$ cat config.mk
export PLATFORM = sky130hd
export DESIGN_NAME = reg_write_arbiter
export DESIGN_NICKNAME = d
export VERILOG_FILES = /design/src/rtl/reg_write_arbiter.sv
export SDC_FILE = /design/constraint.sdc
export NUM_CORES = 1
export LEC_CHECK = 0
export BUFFER_PORTS_ARGS = -buffer_cell sky130_fd_sc_hd__buf_2
export CAP_MARGIN = 20
export CELL_PAD_IN_SITES_DETAIL_PLACEMENT = 1
export CELL_PAD_IN_SITES_GLOBAL_PLACEMENT = 1
export CORE_AREA = 2 2 113 115
export DETAILED_ROUTE_END_ITERATION = 10
export DIE_AREA = 0 0 115 117
export PLACE_DENSITY = 0.85
export SYNTH_ARGS = -nofsm -noshare
export SYNTH_HDL_FRONTEND = slang
export SYNTH_SLANG_ARGS = --single-unit
$ cat constraint.sdc
create_clock -name clk -period 2.33 [get_ports clk]
set_input_delay 0.3495 -clock clk [delete_from_list [all_inputs] [get_ports clk]]
set_output_delay 0.3495 -clock clk [all_outputs]
set_load 0.02 [all_outputs]
$ cat src/rtl/reg_write_arbiter.sv
// ---------------------------------------------------------------------------
// reg_write_arbiter
//   Round-robin arbiter and sequencer that shares one DW-bit holding register
//   among NREQ requesters. In IDLE the next requester after the last served one
//   wins. Its word is latched into the holding register, and the design enters
//   HOLD. In HOLD the word is presented downstream with data_valid until one of
//   the following ends the transfer:
//     - data_ack        : completion, pulses done[w]
//     - the winner drops req : abort
//     - TIMEOUT cycles pass  : timeout, pulses timeout_err
//
// Ports
//   clk          system clock, all logic on posedge
//   reset        synchronous active-low reset
//   req          per-requester request, held until done[i] or abort
//   wr_data      flat word bus, requester i on bits [i*DW +: DW]
//   gnt          one-hot grant, high for the whole HOLD
//   done         one-cycle completion pulse to the served requester
//   data_out     shared holding register contents
//   data_valid   data_out is a live transfer awaiting ack
//   data_ack     downstream consumed data_out (ignored outside HOLD)
//   busy         transfer in progress (state != IDLE)
//   timeout_err  one-cycle pulse when a HOLD times out
//   xfer_count   acked transfers since reset, wraps 0xFFFF -> 0
// ---------------------------------------------------------------------------
module reg_write_arbiter #(
    parameter int NREQ    = 4,
    parameter int DW      = 32,
    parameter int TIMEOUT = 255
) (
    input  logic                 clk,
    input  logic                 reset,
    input  logic [NREQ-1:0]      req,
    input  logic [NREQ*DW-1:0]   wr_data,
    output logic [NREQ-1:0]      gnt,
    output logic [NREQ-1:0]      done,
    output logic [DW-1:0]        data_out,
    output logic                 data_valid,
    input  logic                 data_ack,
    output logic                 busy,
    output logic                 timeout_err,
    output logic [15:0]          xfer_count
);

    localparam int          PW      = (NREQ > 1) ? $clog2(NREQ) : 1;
    localparam logic [15:0] TO_LAST = 16'(TIMEOUT - 1);
    localparam logic [PW-1:0] PTR_INIT = PW'(NREQ - 1);

    typedef enum logic {
        IDLE = 1'b0,
        HOLD = 1'b1
    } state_t;

    state_t               state_r, state_s;
    logic [PW-1:0]        ptr_r, ptr_s;
    logic [PW-1:0]        win_r, win_s;
    logic [15:0]          cnt_r, cnt_s;
    logic [15:0]          xfer_r, xfer_s;
    logic [DW-1:0]        data_r, data_s;
    logic [NREQ-1:0]      gnt_r, gnt_s;
    logic [NREQ-1:0]      done_r, done_s;
    logic                 valid_r, valid_s;
    logic                 busy_r, busy_s;
    logic                 tmo_r, tmo_s;

    logic [DW-1:0]        words_s [NREQ];
    logic [PW-1:0]        pick_s;
    logic [PW-1:0]        scan_s;
    logic                 found_s;

    // One-hot decode of a requester index.
    function automatic logic [NREQ-1:0] onehot(input logic [PW-1:0] idx);
        logic [NREQ-1:0] v;
        v      = '0;
        v[idx] = 1'b1;
        return v;
    endfunction

    // Split the flat word bus into per-requester words.
    for (genvar i = 0; i < NREQ; i++) begin : g_words
        assign words_s[i] = wr_data[i*DW +: DW];
    end

    // Round-robin pick: the first set req scanning ptr+1, ptr+2, ... mod NREQ.
    always_comb begin
        found_s = 1'b0;
        pick_s  = '0;
        scan_s  = '0;
        for (int k = 1; k <= NREQ; k++) begin
            scan_s  = PW'((int'(ptr_r) + k) % NREQ);
            pick_s  = (!found_s && req[scan_s]) ? scan_s : pick_s;
            found_s = found_s | req[scan_s];
        end
    end

    // Next-state and next-output logic. Registered values hold by default,
    // and pulses default low.
    always_comb begin
        state_s = state_r;
        ptr_s   = ptr_r;
        win_s   = win_r;
        cnt_s   = cnt_r;
        xfer_s  = xfer_r;
        data_s  = data_r;
        gnt_s   = gnt_r;
        done_s  = '0;
        valid_s = valid_r;
        tmo_s   = 1'b0;
        case (state_r)
            IDLE: begin
                if (found_s) begin
                    // The winner's word is sampled only on this grant edge.
                    win_s   = pick_s;
                    data_s  = words_s[pick_s];
                    gnt_s   = onehot(pick_s);
                    valid_s = 1'b1;
                    cnt_s   = 16'd0;
                    state_s = HOLD;
                end else begin
                    state_s = IDLE;
                end
            end
            HOLD: begin
                if (data_ack) begin
                    // Ack has priority over abort and timeout on the same edge.
                    done_s  = onehot(win_r);
                    xfer_s  = xfer_r + 16'd1;
                    ptr_s   = win_r;
                    gnt_s   = '0;
                    valid_s = 1'b0;
                    state_s = IDLE;
                end else if (!req[win_r]) begin
                    ptr_s   = win_r;
                    gnt_s   = '0;
                    valid_s = 1'b0;
                    state_s = IDLE;
                end else if (cnt_r == TO_LAST) begin
                    tmo_s   = 1'b1;
                    ptr_s   = win_r;
                    gnt_s   = '0;
                    valid_s = 1'b0;
                    state_s = IDLE;
                end else begin
                    cnt_s   = cnt_r + 16'd1;
                end
            end
            default: begin
                gnt_s   = '0;
                valid_s = 1'b0;
                state_s = IDLE;
            end
        endcase
        busy_s = (state_s == HOLD);
    end

    // State and output registers with synchronous active-low reset.
    always_ff @(posedge clk) begin
        if (!reset) begin
            state_r <= IDLE;
            ptr_r   <= PTR_INIT;
            win_r   <= '0;
            cnt_r   <= 16'd0;
            xfer_r  <= 16'd0;
            data_r  <= '0;
            gnt_r   <= '0;
            done_r  <= '0;
            valid_r <= 1'b0;
            busy_r  <= 1'b0;
            tmo_r   <= 1'b0;
        end else begin
            state_r <= state_s;
            ptr_r   <= ptr_s;
            win_r   <= win_s;
            cnt_r   <= cnt_s;
            xfer_r  <= xfer_s;
            data_r  <= data_s;
            gnt_r   <= gnt_s;
            done_r  <= done_s;
            valid_r <= valid_s;
            busy_r  <= busy_s;
            tmo_r   <= tmo_s;
        end
    end

    assign gnt         = gnt_r;
    assign done        = done_r;
    assign data_out    = data_r;
    assign data_valid  = valid_r;
    assign busy        = busy_r;
    assign timeout_err = tmo_r;
    assign xfer_count  = xfer_r;

endmodule

==> results of run 1 <==
## final cells by class
class	instances	area [um^2]
fillers	1476	6860
diodes	2	5.005
well taps	150	187.7
clock buffers	15	277.8
flip-flops and latches	79	1582
repair buffers	208	1129
inverters	7	26.28
multi-input cells	314	2245
## registers in the layout, summed over array words and instances, names as in the netlist
name,cells
timeout_err,1
xfer_count,16
data_out,32
cnt_r,16
gnt,4
ptr_r,2
data_valid,1
done,4
busy,1
win_r,2
## layer usage
layer  share of wire  vias to the layer above  wire, um  GRT usage
met5               0                        -         0          0
met4           0.012                        0       161    0.05622
li1                -                     1963         -          -
met3           0.073                       12       990    0.07673
met1            0.37                     1953      5051     0.2072
met2            0.54                      125      7276     0.3769
## path summary, 6_finish.rpt
kind / slack, ns / end
hold reg to reg: 0.46 / data_out[28]
setup / recovery: 0.13 / cnt_r[9]
setup reg to reg: 0.13 / cnt_r[9]
hold / removal: 0.23 / ptr_r[0]
## report_power, final
group / switching (mW) / internal, mW / total (mW)
combinational: 0.474 / 0.376 / 0.851
sequential: 0.0649 / 1.46 / 1.52
clock: 0.525 / 0.805 / 1.33
total: 1.06 / 2.64 / 3.70
## cell usage after synthesis (4+ instances only)
cell,count
and4_1,4
xnor2_1,6
and3_1,8
inv_1,7
a21oi_1,10
nand3_1,15
dfxtp_1,79
xor2_1,11
nor2_1,15
clkbuf_1,19
o21ai_1,6
nand2_1,50
and2_1,16
or3_1,6
or4_1,5
nand4_1,12
a21boi_0,7
o221ai_1,32
o21ai_0,8
mux2i_1,68
buf_2,4
## per-stage QoR
step           setup slack [ns]    util  hold slack, ns
2_1_floorplan            0.3920       -          0.4592
3_3_place_gp             0.2613  0.4198          0.4399
3_5_place_dp             0.1539  0.4198          0.4444
4_1_cts                  0.1391  0.4424          0.2101
5_1_grt                 0.04744  0.4424          0.2232
6_report                 0.1328  0.4428          0.2294
## cell usage in the layout, fill, tap and decap left out, types with 9 or more instances in the layout
master | netlist | final
buf_2 | 4 | 193
dfxtp_1 | 79 | 79
mux2i_1 | 68 | 68
nand2_1 | 50 | 50
o221ai_1 | 32 | 32
and2_1 | 16 | 16
nor2_1 | 15 | 15
nand3_1 | 15 | 15
nand4_1 | 12 | 12
xor2_1 | 11 | 11
buf_4 | 1 | 11
a21oi_1 | 10 | 10
clkbuf_16 | 0 | 9
## cells by family after synthesis
| kind of cell | synth area share |
|---|---|
| simple gates | 0.2033 |
| xor+xnor | 0.03739 |
| flops | 0.3971 |
| buf+inv | 0.04210 |
| compound gates | 0.1342 |
| mux | 0.1766 |
| fa+ha+maj | 0.009426 |
==> impl_metrics.yaml, run 1 <==
worst_setup_path:
  crit_type: "flip-flop to flip-flop"
  startpoint: "cnt_r[9]"
  slowest_stage: "or4_1"
  cp_top_family: "simple AND/OR/NAND/NOR gates"
  ff2ff_path_depth: 5
  reg2reg_from: "cnt_r[9]"
  path_cells: "or4_1 > or4_4 > a21oi_4 > or3_2 > a21oi_1"
  critPathBufInv: 0
  cp_max_fo: 16
  cp.arrival_ns: 2.40
  slowest_delay_ns: 0.59
  cp.required_ns: 2.53
  cp.depth: 5
  startpoint_type: "flip-flop"
  end_kind: "flip-flop"
drt:
  finalWirelength_um: 13480
  drc: 0
  ant_nets: 0
  dr.first_iter.drc_count: 118
  drt_pre_antenna_iters: 4
  wl_per_cell_um: 17.39
  via_count: 4053
  vias_per_cell: 5.230
timing:
  tightestPinTransition_ns: 0.8149
  slew_viol_final: 0
  skew_ns: 0.004932
  max_slew_margin: 0.4534
  hold_viol: 0
  fmax_mhz: 455.1
  fin_tns_setup_ns: 0
  setup_viol: 0
  min_period_ns: 2.197
  final.period_utilization: 0.9430
  rsz0062_at_grt: "false"
min_path:
  hold_class: "input pin to flip-flop"
  hold_depth: 2
  worstHoldStart: "reset"
cts:
  ctsHtreeMaxLevel: 3
  cts_tree: "built"
  cts-hold-fix-buffers: 0
  cts_buffer_depth: 2
  numCtsBuffers: 9
  clk_latency_ns: 0.34
  root_buffer: "clkbuf_16"
  clkSinkCount: 79
  clk_pin_slew_worst_paths_ns: 0.06
  postCtsResizedCells: 0
  cts_setup_buffers: 0
flow_run:
  drv_cap: 0
synthesis:
  synth_edf_count: 0
  synth_top_area_cell: "dfxtp_1"
  ys_async_sr_fraction: 0
  yosysWarnings: 0
  synth_seq_cells: 79
  synth_top_cell_area_share: 0.3971
  yosys-top-cells-area: "dfxtp_1 (40%), mux2i_1 (17%), o221ai_1 (7.0%)"
  syn_area_per_cell_um2: 9.283
  syn_inst: 429
  synth_nets: 567
  synth_area_um2: 3983
  yosys_most_used_dff: "dfxtp_1"
  ys_seq_area_frac: 0.3971
  synth_cell_types: 46
global_route:
  grt_max_degree: 35
  grt_pass1_vias: 4362
  overflow: 0
  grt_pass1_wl_um: 21050
  grt_usage: 0.2001
  antenna_found_initial: 0
place:
  dp.cells: 758
  placed_area_um2: 5169
  routabilityCongestion: 0.7994
  io_buffers: 193
  hpwl_um: 10460
final_layout:
  drive_gt1_frac: 0.3724
  syn_to_final_growth_pct: 36.88
  layout.nets: 757
  design_area_um2: 5451
  fin_cells: 775
die:
  placeableCoreArea_um2: 12310
  die_h_um: 117
  fp.dieW_um: 115
  io_pins: 194
  initial_core_util: 0.3235
  rows: 41
  die-area_um2: 13460
outcome:
  status: "complete, no violations"
power:
  power_mw: 3.702
  leakage_nw: 2.538
  ir_drop_mv: 0.3823
  power.density_nw_per_um2: 679.0
Power figures use the tool's default switching activity.
==> inputs of run 2 (changes only) <==
==> config.mk (replaced) <==
export PLATFORM = sky130hd
export DESIGN_NAME = reg_write_arbiter
export DESIGN_NICKNAME = d
export VERILOG_FILES = /design/src/rtl/reg_write_arbiter.sv
export SDC_FILE = /design/constraint.sdc
export NUM_CORES = 1
export LEC_CHECK = 0
export ABC_AREA = 1
export CAP_MARGIN = 20
export CELL_PAD_IN_SITES_DETAIL_PLACEMENT = 1
export CELL_PAD_IN_SITES_GLOBAL_PLACEMENT = 1
export CORE_AREA = 2 2 111 113
export DETAILED_ROUTE_END_ITERATION = 10
export DIE_AREA = 0 0 113 115
export DONT_BUFFER_PORTS = 1
export PLACE_DENSITY = 0.84
export SKIP_CTS_REPAIR_TIMING = 1
export SYNTH_ARGS = -nofsm -noshare
export SYNTH_HDL_FRONTEND = slang
export SYNTH_SLANG_ARGS = --single-unit
==> run 2 against run 1 <==
The run now ends with DRC left. Sequential share of layout area rose by 1.2 points. Worst hold slack lost 0.14 ns. Sequential cell count unchanged. Count of clock-buffer cells in the layout shrank 5. Non-clock buffer count fell by 194. Clock skew rose by 0.0022 ns. Via count up 23%. Critical endpoint is now data_out[4]. Largest cell class unchanged. Highest routed layer unchanged.
==> impl_metrics.yaml, run 2 <==
synthesis:
  yosys_most_used_dff: "dfxtp_1"
  synth_most_common_cell: "nand2_1"
  yosys-top-cells-area: "dfxtp_1 (33%), nand2_1 (32%), nand3_1 (8.8%)"
  synth_area_um2: 4832
  syn_inst: 797
  synth_seq_cells: 79
  synth_cell_types: 36
  synth_common_cells: "nand2_1 (406), nand3_1 (85), dfxtp_1 (79)"
  ys_seq_area_frac: 0.3273
  yosysWarnings: 0
  synth_top_cell_area_share: 0.3273
  ys_async_sr_fraction: 0
  syn_area_per_cell_um2: 6.063
  synth_top_area_cell: "dfxtp_1"
  synth_edf_count: 0
  synth_nets: 935
global_route:
  grt_max_degree: 65
  top_usage_layer: "met2"
  met3_usage: 0.06220
  antenna_found_initial: 0
  grt_pass1_wl_um: 23790
  grt_util_met1: 0.2441
  grt_pass1_vias: 4879
  grt_usage: 0.2254
  gr-usage-met2: 0.4291
  overflow: 0
worst_setup_path:
  crit_type: "flip-flop to flip-flop"
  slowest_delay_ns: 0.42
  path_cells: "inv_4 > nand2_1 > nand2_1 > nand2_1 > nand2_1 > a21oi_1 > nand2_2 > nand2_2 > buf_12 > nand2_1 > nand2_1 > nand2_1 > nand2_1 > nand2_1 > nand2_1"
  cp_top_family: "simple AND/OR/NAND/NOR gates"
  cp_max_fo: 62
  end_kind: "flip-flop"
  startpoint_type: "flip-flop"
  slowest_stage: "dfxtp_2"
  cp.arrival_ns: 2.33
  cp.required_ns: 2.61
  crit_top_cell: "nand2_1"
  critPathBufInv: 2
drt:
  drt_pre_antenna_iters: 8
  dr.first_iter.drc_count: 263
  vias_per_cell: 5.362
  drc: 20
  wl_per_cell_um: 16.36
  via_count: 4987
  ant_nets: 0
  finalWirelength_um: 15210
timing:
  setup_viol: 0
  min_period_ns: 2.057
  final.period_utilization: 0.8829
  fmax_mhz: 486.1
  slew_viol_final: 0
  tightestPinTransition_ns: 0.5585
  holdWs_ns: 0.08937
  rsz0062_at_grt: "false"
  hold_viol: 0
  max_slew_margin: 0.6271
  skew_ns: 0.007098
  fin_tns_setup_ns: 0
place:
  hpwl_um: 11710
  dp.cells: 916
  routabilityCongestion: 0.8753
  placed_area_um2: 4902
  io_buffers: 0
final_layout:
  layout.nets: 918
  design_area_um2: 5241
  drive_gt1_frac: 0.07152
  largest_reg_flops: 32
  final_cell_mix: "nand2_1 (404), nand3_1 (85), dfxtp_1 (77)"
  n_antenna_cell: 0
  final_common_cell: "nand2_1"
  syn_to_final_growth_pct: 8.467
  fin_cells: 930
  nFillCells: 1607
cts:
  clk_pin_slew_worst_paths_ns: 0.06
  clkSinkCount: 79
  root_buffer: "clkbuf_16"
  cts_buffer_depth: 2
  cts_tree: "built"
  clk_latency_ns: 0.33
  numCtsBuffers: 9
  ctsHtreeMaxLevel: 3
power:
  power.density_nw_per_um2: 1422
  leakage_nw: 2.522
  ir_drop_mv: 0.5881
min_path:
  hold_class: "input pin to flip-flop"
outcome:
  status: "finished, violations left"
  failed_checks: "DRC"
die:
  initial_core_util: 0.4091
  die-area_um2: 13000
  io_pins: 194
  fp.dieW_um: 113
  die_h_um: 115
  rows: 40
  placeableCoreArea_um2: 11810
flow_run:
  drv_cap: 0
-- run 2: layout make-up --
cell class	count	area, um^2	area share
clock inverters	4	95.09	0.01814
well taps	147	183.9	0.03509
multi-input cells	640	2831	0.5402
inverters	36	140.1	0.02674
clock buffers	10	239.0	0.04560
repair buffers	14	167.7	0.03199
flip-flops and latches	79	1584	0.3022
-- run 2: kinds of logic after synthesis --
group,count (synthesis),synth area share
AOI/OAI and AO/OA,50,0.05645
xor gates and xnor gates,16,0.02900
adders and majority gates,3,0.007769
buffers and inverters,78,0.08778
DFF,79,0.3273
and+or+nand+nor,571,0.4917
-- run 2: stage by stage --
stage	utilization	total power, mW	setup WS [ns]
3_5_place_dp	0.4150	5.925	0.1650
6_report	0.4438	7.454	0.2729
4_1_cts	0.4433	7.558	0.1174
3_3_place_gp	0.4150	5.694	0.3587
5_1_grt	0.4438	8.117	0.05826
2_1_floorplan	-	5.219	0.5029
-- run 2: power by group --
part	internal, mW	switching (mW)	leakage, nW	total, mW
logic	1.19	2.61	1.71	3.79
registers	1.61	0.469	0.644	2.07
clock network	1.06	0.527	0.164	1.59
-- run 2: metal layers --
metal,share of wire,up-vias
li1,-,2482
met1,0.40,2355
met2,0.52,136
met3,0.064,14
met4,0.012,0
met5,0,-
-- run 2: final timing paths --
path / cells past startpoint / from / to / slack [ns]
max reg2reg: 15 / ptr_r[0] / data_out[4] / 0.27
min reg2reg: 1 / win_r[1] / done[1] / 0.48
min: 1 / data_ack / timeout_err / 0.09
max: 15 / ptr_r[0] / data_out[4] / 0.27
